$ cat src/rtl/dither_stage.sv
// dither_stage: 8->4 bit RGB reduction with 1-D horizontal error diffusion.
// Define DITHER_NOISE_EN to seed line-start errors from an 8-bit LFSR.
module dither_stage #(
   parameter int H_ACTIVE = 640,
   parameter int V_ACTIVE = 480,
   parameter int IN_W     = 8,
   parameter int OUT_W    = 4
) (
   input  logic             clk,
   input  logic             rst,
   input  logic             SW,
   input  logic             in_valid,
   output logic             in_ready,
   input  logic             in_sof,
   input  logic [IN_W-1:0]  R_in,
   input  logic [IN_W-1:0]  G_in,
   input  logic [IN_W-1:0]  B_in,
   output logic             out_valid,
   input  logic             out_ready,
   output logic             out_sof,
   output logic             out_eol,
   output logic [OUT_W-1:0] R_dither,
   output logic [OUT_W-1:0] G_dither,
   output logic [OUT_W-1:0] B_dither
);

   localparam int EW = IN_W - OUT_W;
   localparam int CW = (H_ACTIVE > 1) ? $clog2(H_ACTIVE) : 1;
   localparam int RW = (V_ACTIVE > 1) ? $clog2(V_ACTIVE) : 1;
   localparam logic [CW-1:0] COL_LAST = CW'(H_ACTIVE - 1);
   localparam logic [RW-1:0] ROW_LAST = RW'(V_ACTIVE - 1);

   // Result packs {quantised value, residual}; saturation drops the residual.
   function automatic logic [IN_W-1:0] quant(
      input logic [IN_W-1:0] px,
      input logic [EW-1:0]   e,
      input logic            dith
   );
      logic [IN_W:0] s;
      s = {1'b0, px} + {{(IN_W + 1 - EW){1'b0}}, e};
      if (!dith)
         quant = {px[IN_W-1:EW], {EW{1'b0}}};
      else if (s[IN_W])
         quant = {{OUT_W{1'b1}}, {EW{1'b0}}};
      else
         quant = s[IN_W-1:0];
   endfunction

   logic             accept;
   logic             xfer;
   logic             line_end;
   logic             tag_first;

   logic [CW-1:0]    col_q, col_d;
   logic [RW-1:0]    row_q, row_d;

   logic [EW-1:0]    err_r_q, err_r_d;
   logic [EW-1:0]    err_g_q, err_g_d;
   logic [EW-1:0]    err_b_q, err_b_d;
   logic [EW-1:0]    e_r, e_g, e_b;
   logic [EW-1:0]    seed_r, seed_g, seed_b;
   logic [IN_W-1:0]  q_r, q_g, q_b;

   logic             valid_q, valid_d;
   logic             sof_q, sof_d;
   logic             eol_q, eol_d;
   logic [OUT_W-1:0] r_q, r_d;
   logic [OUT_W-1:0] g_q, g_d;
   logic [OUT_W-1:0] b_q, b_d;

   assign in_ready  = !valid_q || out_ready;
   assign accept    = in_valid && in_ready;
   assign xfer      = valid_q && out_ready;
   assign line_end  = !in_sof && (col_q == COL_LAST);
   assign tag_first = in_sof || ((col_q == '0) && (row_q == '0));

   assign out_valid = valid_q;
   assign out_sof   = sof_q;
   assign out_eol   = eol_q;
   assign R_dither  = r_q;
   assign G_dither  = g_q;
   assign B_dither  = b_q;

`ifdef DITHER_NOISE_EN
   logic [7:0] lfsr_q, lfsr_d;
   logic       lfsr_fb;

   assign lfsr_fb = lfsr_q[7] ^ lfsr_q[5] ^ lfsr_q[4] ^ lfsr_q[3];

   always_comb begin
      lfsr_d = lfsr_q;
      if (accept && (in_sof || line_end))
         lfsr_d = {lfsr_q[6:0], lfsr_fb};
   end

   always_ff @(posedge clk or posedge rst) begin
      if (rst)
         lfsr_q <= 8'hA5;
      else
         lfsr_q <= lfsr_d;
   end

   assign seed_r = lfsr_q[3:0];
   assign seed_g = lfsr_q[7:4];
   assign seed_b = lfsr_q[5:2];
`else
   assign seed_r = '0;
   assign seed_g = '0;
   assign seed_b = '0;
`endif

   // A start-of-frame pixel never inherits error from the previous stream.
   assign e_r = in_sof ? '0 : err_r_q;
   assign e_g = in_sof ? '0 : err_g_q;
   assign e_b = in_sof ? '0 : err_b_q;

   assign q_r = quant(R_in, e_r, SW);
   assign q_g = quant(G_in, e_g, SW);
   assign q_b = quant(B_in, e_b, SW);

   always_comb begin
      err_r_d = err_r_q;
      err_g_d = err_g_q;
      err_b_d = err_b_q;
      if (accept) begin
         if (!SW) begin
            err_r_d = '0;
            err_g_d = '0;
            err_b_d = '0;
         end else if (line_end) begin
            err_r_d = seed_r;
            err_g_d = seed_g;
            err_b_d = seed_b;
         end else begin
            err_r_d = q_r[EW-1:0];
            err_g_d = q_g[EW-1:0];
            err_b_d = q_b[EW-1:0];
         end
      end
   end

   always_comb begin
      col_d = col_q;
      row_d = row_q;
      if (accept) begin
         if (in_sof) begin
            col_d = CW'(1);
            row_d = '0;
         end else if (col_q == COL_LAST) begin
            col_d = '0;
            row_d = (row_q == ROW_LAST) ? '0 : row_q + 1'b1;
         end else begin
            col_d = col_q + 1'b1;
         end
      end
   end

   always_comb begin
      valid_d = valid_q;
      sof_d   = sof_q;
      eol_d   = eol_q;
      r_d     = r_q;
      g_d     = g_q;
      b_d     = b_q;
      if (accept) begin
         valid_d = 1'b1;
         sof_d   = tag_first;
         eol_d   = line_end;
         r_d     = q_r[IN_W-1:EW];
         g_d     = q_g[IN_W-1:EW];
         b_d     = q_b[IN_W-1:EW];
      end else if (xfer) begin
         valid_d = 1'b0;
      end
   end

   always_ff @(posedge clk or posedge rst) begin
      if (rst) begin
         col_q   <= '0;
         row_q   <= '0;
         err_r_q <= '0;
         err_g_q <= '0;
         err_b_q <= '0;
         valid_q <= 1'b0;
         sof_q   <= 1'b0;
         eol_q   <= 1'b0;
         r_q     <= '0;
         g_q     <= '0;
         b_q     <= '0;
      end else begin
         col_q   <= col_d;
         row_q   <= row_d;
         err_r_q <= err_r_d;
         err_g_q <= err_g_d;
         err_b_q <= err_b_d;
         valid_q <= valid_d;
         sof_q   <= sof_d;
         eol_q   <= eol_d;
         r_q     <= r_d;
         g_q     <= g_d;
         b_q     <= b_d;
      end
   end

endmodule

$ cat config.mk
export PLATFORM = sky130hd
export DESIGN_NAME = dither_stage
export DESIGN_NICKNAME = d
export VERILOG_FILES = /design/src/rtl/dither_stage.sv
export SDC_FILE = /design/constraint.sdc
export NUM_CORES = 1
export LEC_CHECK = 0
export ABC_AREA = 1
export CAP_MARGIN = 20
export CELL_PAD_IN_SITES_DETAIL_PLACEMENT = 1
export CELL_PAD_IN_SITES_GLOBAL_PLACEMENT = 2
export CORE_ASPECT_RATIO = 2
export CORE_UTILIZATION = 33
export DETAILED_ROUTE_END_ITERATION = 16
export GPL_ROUTABILITY_DRIVEN = 0
export HOLD_SLACK_MARGIN = 0.02
export PLACE_DENSITY_LB_ADDON = 0.1
export SKIP_LAST_GASP = 1
export SYNTH_ARGS = -nofsm -noshare
export SYNTH_HDL_FRONTEND = slang
export SYNTH_SLANG_ARGS = --single-unit
$ cat constraint.sdc
create_clock -name clk -period 4.4 [get_ports clk]
set_input_delay 0.44 -clock clk [delete_from_list [all_inputs] [get_ports clk]]
set_output_delay 0.44 -clock clk [all_outputs]
set_load 0.03 [all_outputs]
==> impl_metrics.ini, run 1 <==
[outcome]
status = completed

[critical_path]
startpoint_type = input port
path_class = in -> reg
r2r-end = err_b_q[1]
crit_path_top_delay_cell = clkdlybuf4s50_1
r2r_slack_ns = 2.32
path_common_cell = nand2_1
crit_chain = clkdlybuf4s50_1, buf_4, nor2_1, ha_1, inv_1, fa_1, nand3b_1, nand2_1, nand2_1, nand2_1, inv_1, nand3_1, o21ai_0
critPathMaxFanout = 8
required_ns = 4.57
r2r-start = err_b_q[0]
r2r_cells = 12
cp-end-kind = register
arrival_ns = 2.86
slowest_delay_ns = 0.58

[synthesis]
syn-cell-area_mm2 = 0.00312
syn_avg_cell_area_um2 = 7.25
synth_ff_type = dfrtp_1
synth.top_cell.area_share = 0.369
synth.area.top_cells = dfrtp_1 (37%), nand2_1 (16%), inv_1 (7.7%)
synth_most_common_cell = nand2_1
synth_top_area_cell = dfrtp_1
netlist_instances = 431
syn_nets = 480
synthTopCellsByCount = nand2_1 (133), inv_1 (64), dfrtp_1 (46)
synth-async-reset-ratio = 1.00
yosysWarningCount = 0
ys_seq_area_frac = 0.369
synth_edf_count = 0
synth_cell_type_count = 32
yosys_register_bits = 46

[route]
drtPass1Iterations = 6
wirelength_um = 9080
dr_wl_met2_um = 5420
wl_met3_um = 156
met1_length_um = 3380
vias = 2869
wl_per_cell_um = 15.6
top_layer = met4
ant_nets = 0
drt_iter0_drc = 86
drc = 0
viasPerCell = 4.94

[sta]
hold_viol_final = 0
finalWorstSetupSlack_ns = 1.70
setup_viol = 0
clock.fmax_mhz = 371
fin_crit_ns = 2.70
period_share = 0.613
drv_slew = 0
rsz0062_at_grt = false
timing.slew.headroom = 0.581
tns_ns = 0
fin_skew_ns = 0.00383
worstMarginPinSlew_ns = 0.628

[layout]
postLayoutCoreUtil = 0.424
fill_cells = 1151
area_growth_pct = 23.1
final_nets = 527
drive_above_1_share = 0.0710
diodes = 0

[clock_network]
h-tree-depth = 2
cts_tree = done
clkTransAtPathRegs_ns = 0.06
clock-sinks = 46
clock_latency_ns = 0.29
ctsResizeCount = 0
cts-buffers-inserted = 5
postCtsSetupBuffers = 0
hold_buffers = 0
root_buffer = clkbuf_16
clockBufferDepth = 2

[global_route]
grt.overflow.total = 0
grt_max_degree = 47
grt_pass1_vias = 3132
grt_pass1_wl_um = 15500
grt_usage = 0.204
antenna_found_initial = 0

[flow_run]
drv_cap = 0

[die]
core_area_mm2 = 0.00907
dieArea_mm2 = 0.00988
ios = 46
start_util = 0.344
row_count = 49
die_h_um = 140
fp.dieW_um = 70.8

[power_and_ir_drop]
pwr-share-seq = 0.394
power_density_mw_per_mm2 = 328
internal-power_mw = 0.868
p_leak_nw = 1.92
p_clk_frac = 0.347
pwr-share-comb = 0.259
p_sw_mw = 0.392
finalPower_mw = 1.26
vdd_drop_max_mv = 0.136
sw_frac_of_total = 0.311

[placement]
dp_hpwl_um = 7190
io_buffers = 45
pre_cts_ws_ns = 1.40

[hold_path]
hold_path_class = reg -> reg
holdPathEnd = err_r_q[0]
min_path_cells = 2
min-delay-start = err_r_q[0]
## per-layer routing
metal,vias up,GRT usage
li1,1441,-
met1,1394,0.211
met2,27,0.412
met3,7,0.0239
met4,0,0.0568
met5,-,0
## metrics by stage
step / area, um^2 / cells / hold WS, ns
2_1_floorplan: 3120 / 431 / 0.449
3_3_place_gp: 3680 / 573 / 0.463
3_5_place_dp: 3680 / 573 / 0.468
4_1_cts: 3840 / 581 / 0.486
5_1_grt: 3840 / 581 / 0.509
6_report: 3840 / 581 / 0.481
## power by group through the flow
stage / Sequential [mW] / Clock [mW] / Combinational (mW)
6_report: 0.497 / 0.437 / 0.326
5_1_grt: 0.503 / 0.459 / 0.365
4_1_cts: 0.498 / 0.448 / 0.334
3_5_place_dp: 0.506 / 0 / 0.332
3_3_place_gp: 0.504 / 0 / 0.324
2_1_floorplan: 0.539 / 0 / 0.163
## state kept, by name, summed over array words and instances (netlist names)
register,cells
col_q,10
row_q,9
B_dither,4
G_dither,4
R_dither,4
err_b_q,4
err_g_q,4
err_r_q,4
out_eol,1
out_sof,1
out_valid,1
## cell usage in the layout (no fill, tap or decap)
master / count
nand2_2: 1
or2_2: 4
nand3_1: 34
nor3_2: 1
dfrtp_1: 46
nand3_2: 2
nor2_4: 2
xor2_1: 13
clkbuf_16: 5
nand4_4: 1
o21ai_0: 12
o31ai_1: 1
nor2_2: 1
clkdlybuf4s50_1: 45
o21ai_1: 2
a21oi_1: 14
nor2_1: 37
nand2_1: 133
nor3_1: 7
clkbuf_1: 2
xnor2_1: 5
fa_1: 3
o22ai_1: 1
inv_1: 63
inv_2: 4
o21ai_2: 7
and2_1: 1
nand2_4: 1
bufinv_16: 1
ha_1: 16
buf_4: 4
nand3b_1: 3
nand4_1: 7
## final cells by class
type	count	area (um^2)	area share
Multi-Input combinational cell	309	1670	0.435
Sequential cell	46	1150	0.299
Timing Repair Buffer	49	480	0.125
Inverter	67	251	0.0654
Clock buffer	7	133	0.0345
Tap cell	102	128	0.0332
Clock inverter	1	30.0	0.00781
## kinds of logic (layout without fill, tap and decap cells)
family,Yosys count,after routing,synth area share
AND/OR/NAND/NOR,235,235,0.333
buffers and inverters,76,124,0.0962
flip-flops,46,46,0.369
AO/OA/AOI/OAI,37,37,0.0689
adder cells (fa/ha/maj),19,19,0.0833
XOR/XNOR,18,18,0.0505
## worst max path at each step
stage | startpoint | end | slack [ns] | cells after the start
after global placement | in_sof | err_b_q[3] | 1.48 | 13
after detailed placement | in_sof | err_b_q[3] | 1.40 | 13
after CTS | in_sof | err_b_q[3] | 1.69 | 13
after global routing | in_sof | err_b_q[1] | 1.44 | 13
final | in_sof | err_b_q[1] | 1.70 | 13
after floorplan | in_sof | err_b_q[3] | 2.31 | 12
## worst max-delay path: cells and delay by family
kind                     cells  cell delay [ns]
buffers and inverters        4             0.99
AND/OR/NAND/NOR              6             0.74
adder cells (fa/ha/maj)      2             0.59
AO/OA/AOI/OAI                1             0.10
No activity file was read; power rests on OpenSTA's default activity.
==> run 2: changes to the inputs <==
--- a/config.mk
+++ b/config.mk
@@ -10,7 +10,7 @@
 export CELL_PAD_IN_SITES_DETAIL_PLACEMENT = 1
 export CELL_PAD_IN_SITES_GLOBAL_PLACEMENT = 2
 export CORE_ASPECT_RATIO = 2
-export CORE_UTILIZATION = 33
+export CORE_UTILIZATION = 31
 export DETAILED_ROUTE_END_ITERATION = 16
 export GPL_ROUTABILITY_DRIVEN = 0
 export HOLD_SLACK_MARGIN = 0.02
==> constraint.sdc (replaced) <==
create_clock -name clk -period 2.6 [get_ports clk]
set_input_delay 0.26 -clock clk [delete_from_list [all_inputs] [get_ports clk]]
set_output_delay 0.26 -clock clk [all_outputs]
set_load 0.03 [all_outputs]
==> impl_metrics.ini, run 2 (synthesized netlist as in run 1, its figures left out) <==
[outcome]
status = completed

[die]
row_count = 51
fp.dieW_um = 73.0
die_h_um = 144
core_area_mm2 = 0.00976
dieArea_mm2 = 0.0105
start_util = 0.320
ios = 46

[route]
wirelength_um = 9030
wl_met3_um = 171
viasPerCell = 4.62
drc = 0
vias = 2844
ant_nets = 0
wl_per_cell_um = 14.7
dr_wl_met2_um = 5230
met1_length_um = 3430
top_layer = met4
drtPass1Iterations = 4
drt_iter0_drc = 64

[power_and_ir_drop]
power_density_mw_per_mm2 = 548
vdd_drop_max_mv = 0.358
p_leak_nw = 1.94

[critical_path]
critPathMaxFanout = 14
path_class = in -> reg
required_ns = 2.77
arrival_ns = 2.38
startpoint_type = input port
cp-end-kind = register

[sta]
fin_crit_ns = 2.21
clock.fmax_mhz = 453
period_share = 0.850
drv_slew = 0
setup_viol = 0
hold_viol_final = 0
fin_skew_ns = 0.00353
tns_ns = 0
whs_ns = 0.452
worstMarginPinSlew_ns = 0.648
finalWorstSetupSlack_ns = 0.390
timing.slew.headroom = 0.568
rsz0062_at_grt = false

[clock_network]
cts-buffers-inserted = 5
clock-sinks = 46
ctsResizeCount = 0
clockBufferDepth = 2
h-tree-depth = 2
postCtsSetupBuffers = 0
root_buffer = clkbuf_16
clock_latency_ns = 0.29
cts_tree = done
hold_buffers = 0
clkTransAtPathRegs_ns = 0.07

[placement]
dp_hpwl_um = 7050
pre_cts_ws_ns = 0.0661
io_buffers = 45
dpl_cell_area_mm2 = 0.00376

[layout]
largest_registers = col_q x10, row_q x9
diodes = 0
top_register = col_q
area_growth_pct = 25.8
mostFrequentLayoutCell = nand2_1
design_area_mm2 = 0.00393
largest_reg_flops = 10
fill_cells = 1235
postLayoutCoreUtil = 0.402
final_nets = 531
final_cell_mix = nand2_1 (133), inv_1 (63), dfrtp_1 (46), clkdlybuf4s50_1 (45), nor2_1 (37)
drive_above_1_share = 0.0807

[global_route]
antenna_found_initial = 0
grt_max_degree = 47
grt_pass1_vias = 3071
grt_pass1_wl_um = 14900
grt.overflow.total = 0
grt_usage = 0.190

[flow_run]
drv_cap = 0

[hold_path]
hold_path_class = in -> async
run 2: changes by cell type in the layout (fill, tap and decap cells not counted):
cell / before / now
buf_4: 4 / 7
buf_12: 0 / 1
clkbuf_1: 2 / 1
clkinvlp_4: 0 / 1
run 2: worst max-delay path: stages:
cell and delay (ns):
clkdlybuf4s50_1 0.45, buf_12 0.17, nor2_1 0.10, ha_1 0.17, inv_1 0.05, fa_1 0.39, nand3b_1 0.18, nand2_1 0.17
nand2_1 0.09, nand2_1 0.08, inv_1 0.07, nand3_1 0.10, o21ai_0 0.09
run 2: final cells by class:
cell class,instances,area [um^2],area share
Clock buffer,6,129,0.0328
Multi-Input combinational cell,309,1670,0.425
Tap cell,132,165,0.0420
Inverter,67,251,0.0640
Clock inverter,2,37.5,0.00955
Timing Repair Buffer,53,523,0.133
Sequential cell,46,1150,0.293
run 2: worst paths after layout:
path / start / end / slack [ns] / cells past startpoint
worst max register to register: err_b_q[0] / err_b_q[3] / 0.62 / 12
worst min register to register: R_dither[2] / R_dither[2] / 0.48 / 2
worst max-delay path: in_sof / err_b_q[3] / 0.39 / 13
max in group asynchronous: rst / G_dither[1] / 1.70 / 3
min in group clk: R_dither[2] / R_dither[2] / 0.48 / 2
worst min-delay path: rst / out_eol / 0.45 / 3
run 2: power by group:
part | switching [mW] | internal (mW)
registers | 0.0526 | 0.791
logic | 0.327 | 0.229
clock network | 0.298 | 0.455
run 2: stage by stage:
stage	instances	total power, mW
floorplan	431	1.19
global placement	607	1.41
detailed placement	607	1.42
CTS	615	2.19
global route	615	2.28
finish	615	2.15
run 2: routing by layer:
layer | up-vias | track usage
li1 | 1441 | -
met1 | 1360 | 0.191
met2 | 33 | 0.383
met3 | 10 | 0.0203
met4 | 0 | 0.0671
met5 | - | 0
==> run 3: changes to the inputs <==
==> constraint.sdc (replaced) <==
create_clock -name clk -period 2.3 [get_ports clk]
set_input_delay 0.23 -clock clk [delete_from_list [all_inputs] [get_ports clk]]
set_output_delay 0.23 -clock clk [all_outputs]
set_load 0.03 [all_outputs]
==> impl_metrics.ini, run 3 (synthesized netlist as in run 1, its figures left out) <==
[layout]
area_growth_pct = 29.0
final_cell_mix = nand2_1 (132), inv_1 (63), dfrtp_1 (46), clkdlybuf4s50_1 (45), nor2_1 (37)
largest_reg_flops = 10
postLayoutCoreUtil = 0.413
largest_registers = col_q x10, row_q x9
drive_above_1_share = 0.116
final_nets = 547
top_register = col_q
fill_cells = 1254
diodes = 0
mostFrequentLayoutCell = nand2_1

[critical_path]
slowest_delay_ns = 0.40
critical_path.top_delay_family = simple AND/OR/NAND/NOR gates
arrival_ns = 2.36
path_buf_inv = 3
r2r-start = err_r_q[0]
path_class = in -> reg
critPathMaxFanout = 8
r2r_slack_ns = 0.30
crit_chain = clkdlybuf4s50_1, buf_4, nor2_1, ha_1, inv_1, fa_1, nand3b_1, nand2_1, nand2_1, o21ai_0, nand3_1, nand2_1
required_ns = 2.53
cp-end-kind = register
crit_path_top_delay_cell = clkdlybuf4s50_1
path_common_cell = nand2_1
r2r-end = R_dither[2]
startpoint_type = input port
r2r_cells = 11

[route]
drc = 0
ant_nets = 0
vias = 2925
wirelength_um = 9230
drtPass1Iterations = 4
viasPerCell = 4.64
wl_per_cell_um = 14.6
drt_iter0_drc = 85

[die]
fp.dieW_um = 73.0
core_area_mm2 = 0.00976
dieArea_mm2 = 0.0105
start_util = 0.320
ios = 46
row_count = 51
die_h_um = 144

[sta]
whs_ns = 0.419
worstMarginPinSlew_ns = 0.641
clock.fmax_mhz = 469
rsz0062_at_grt = false
period_share = 0.926
fin_crit_ns = 2.13
setup_viol = 0
drv_slew = 0
hold_viol_final = 0
fin_skew_ns = 0.00294
timing.slew.headroom = 0.573

[clock_network]
clkTransAtPathRegs_ns = 0.07
h-tree-depth = 2
clockBufferDepth = 2
clock_latency_ns = 0.29
root_buffer = clkbuf_16
cts_tree = done
cts-buffers-inserted = 5
postCtsSetupBuffers = 0
clock-sinks = 46

[global_route]
antenna_found_initial = 0
grt_max_degree = 47
grt_usage = 0.194
grt_pass1_vias = 3111
grt.overflow.total = 0
grt_pass1_wl_um = 15200

[power_and_ir_drop]
finalPower_mw = 2.38
vdd_drop_max_mv = 0.367
power_density_mw_per_mm2 = 590
p_leak_nw = 2.01

[flow_run]
drv_cap = 0

[outcome]
status = completed

[placement]
io_buffers = 45
dp_hpwl_um = 7330

[hold_path]
hold_path_class = in -> async
==> run 3: repair_timing <==
action / in CTS / in global routing
hold buffers: 0 / 0
resized for setup: 0 / 2
setup endpoints to repair: 0 / 2
==> run 3: final cells by class <==
cell class	instances	area [um^2]	share of cell area
Clock inverter	2	12.5	0.00311
Multi-Input combinational cell	309	1680	0.417
Timing Repair Buffer	69	631	0.157
Clock buffer	6	139	0.0345
Tap cell	132	165	0.0410
Sequential cell	46	1150	0.286
Inverter	67	251	0.0624
==> run 3: worst max path at each step <==
stage	startpoint	endpoint	slack, ns	cells after the start
after floorplan	in_sof	err_b_q[3]	0.42	12
after global placement	in_sof	R_dither[2]	-0.14	13
after detailed placement	in_sof	err_b_q[1]	-0.21	12
after CTS	in_sof	err_b_q[1]	0.08	12
after global routing	in_sof	err_b_q[1]	0.006	13
final	in_sof	R_dither[2]	0.17	12
==> run 3: worst reg2reg max path: cells and delay by family (launching register included) <==
family | cells | cell delay [ns]
and+or+nand+nor | 6 | 0.70
buffers and inverters | 2 | 0.13
AOI/OAI and AO/OA | 1 | 0.18
adders and majority gates | 2 | 0.58
DFF | 1 | 0.36
==> run 3: metrics by stage <==
stage / cells / TNS [ns] / setup slack, ns / cell area [um^2]
6_report: 631 / 0 / 0.169 / 4030
5_1_grt: 631 / 0 / 0.00567 / 4030
4_1_cts: 631 / 0 / 0.0805 / 4020
3_5_place_dp: 623 / -1.96 / -0.207 / 3870
3_3_place_gp: 623 / -1.26 / -0.142 / 3870
2_1_floorplan: 431 / 0 / 0.424 / 3120
==> run 3: power by group <==
group | total, mW | switching, mW | internal, mW
Clock | 0.762 | 0.331 | 0.431
Sequential | 0.950 | 0.0556 | 0.894
Combinational | 0.664 | 0.379 | 0.285
==> run 3: metal layers <==
metal / wire length (um) / up-vias / GRT usage
met5: 0 / - / 0
met4: 172 / 0 / 0.0640
met3: 177 / 10 / 0.0259
met2: 5410 / 34 / 0.392
met1: 3470 / 1405 / 0.194
li1: - / 1476 / -
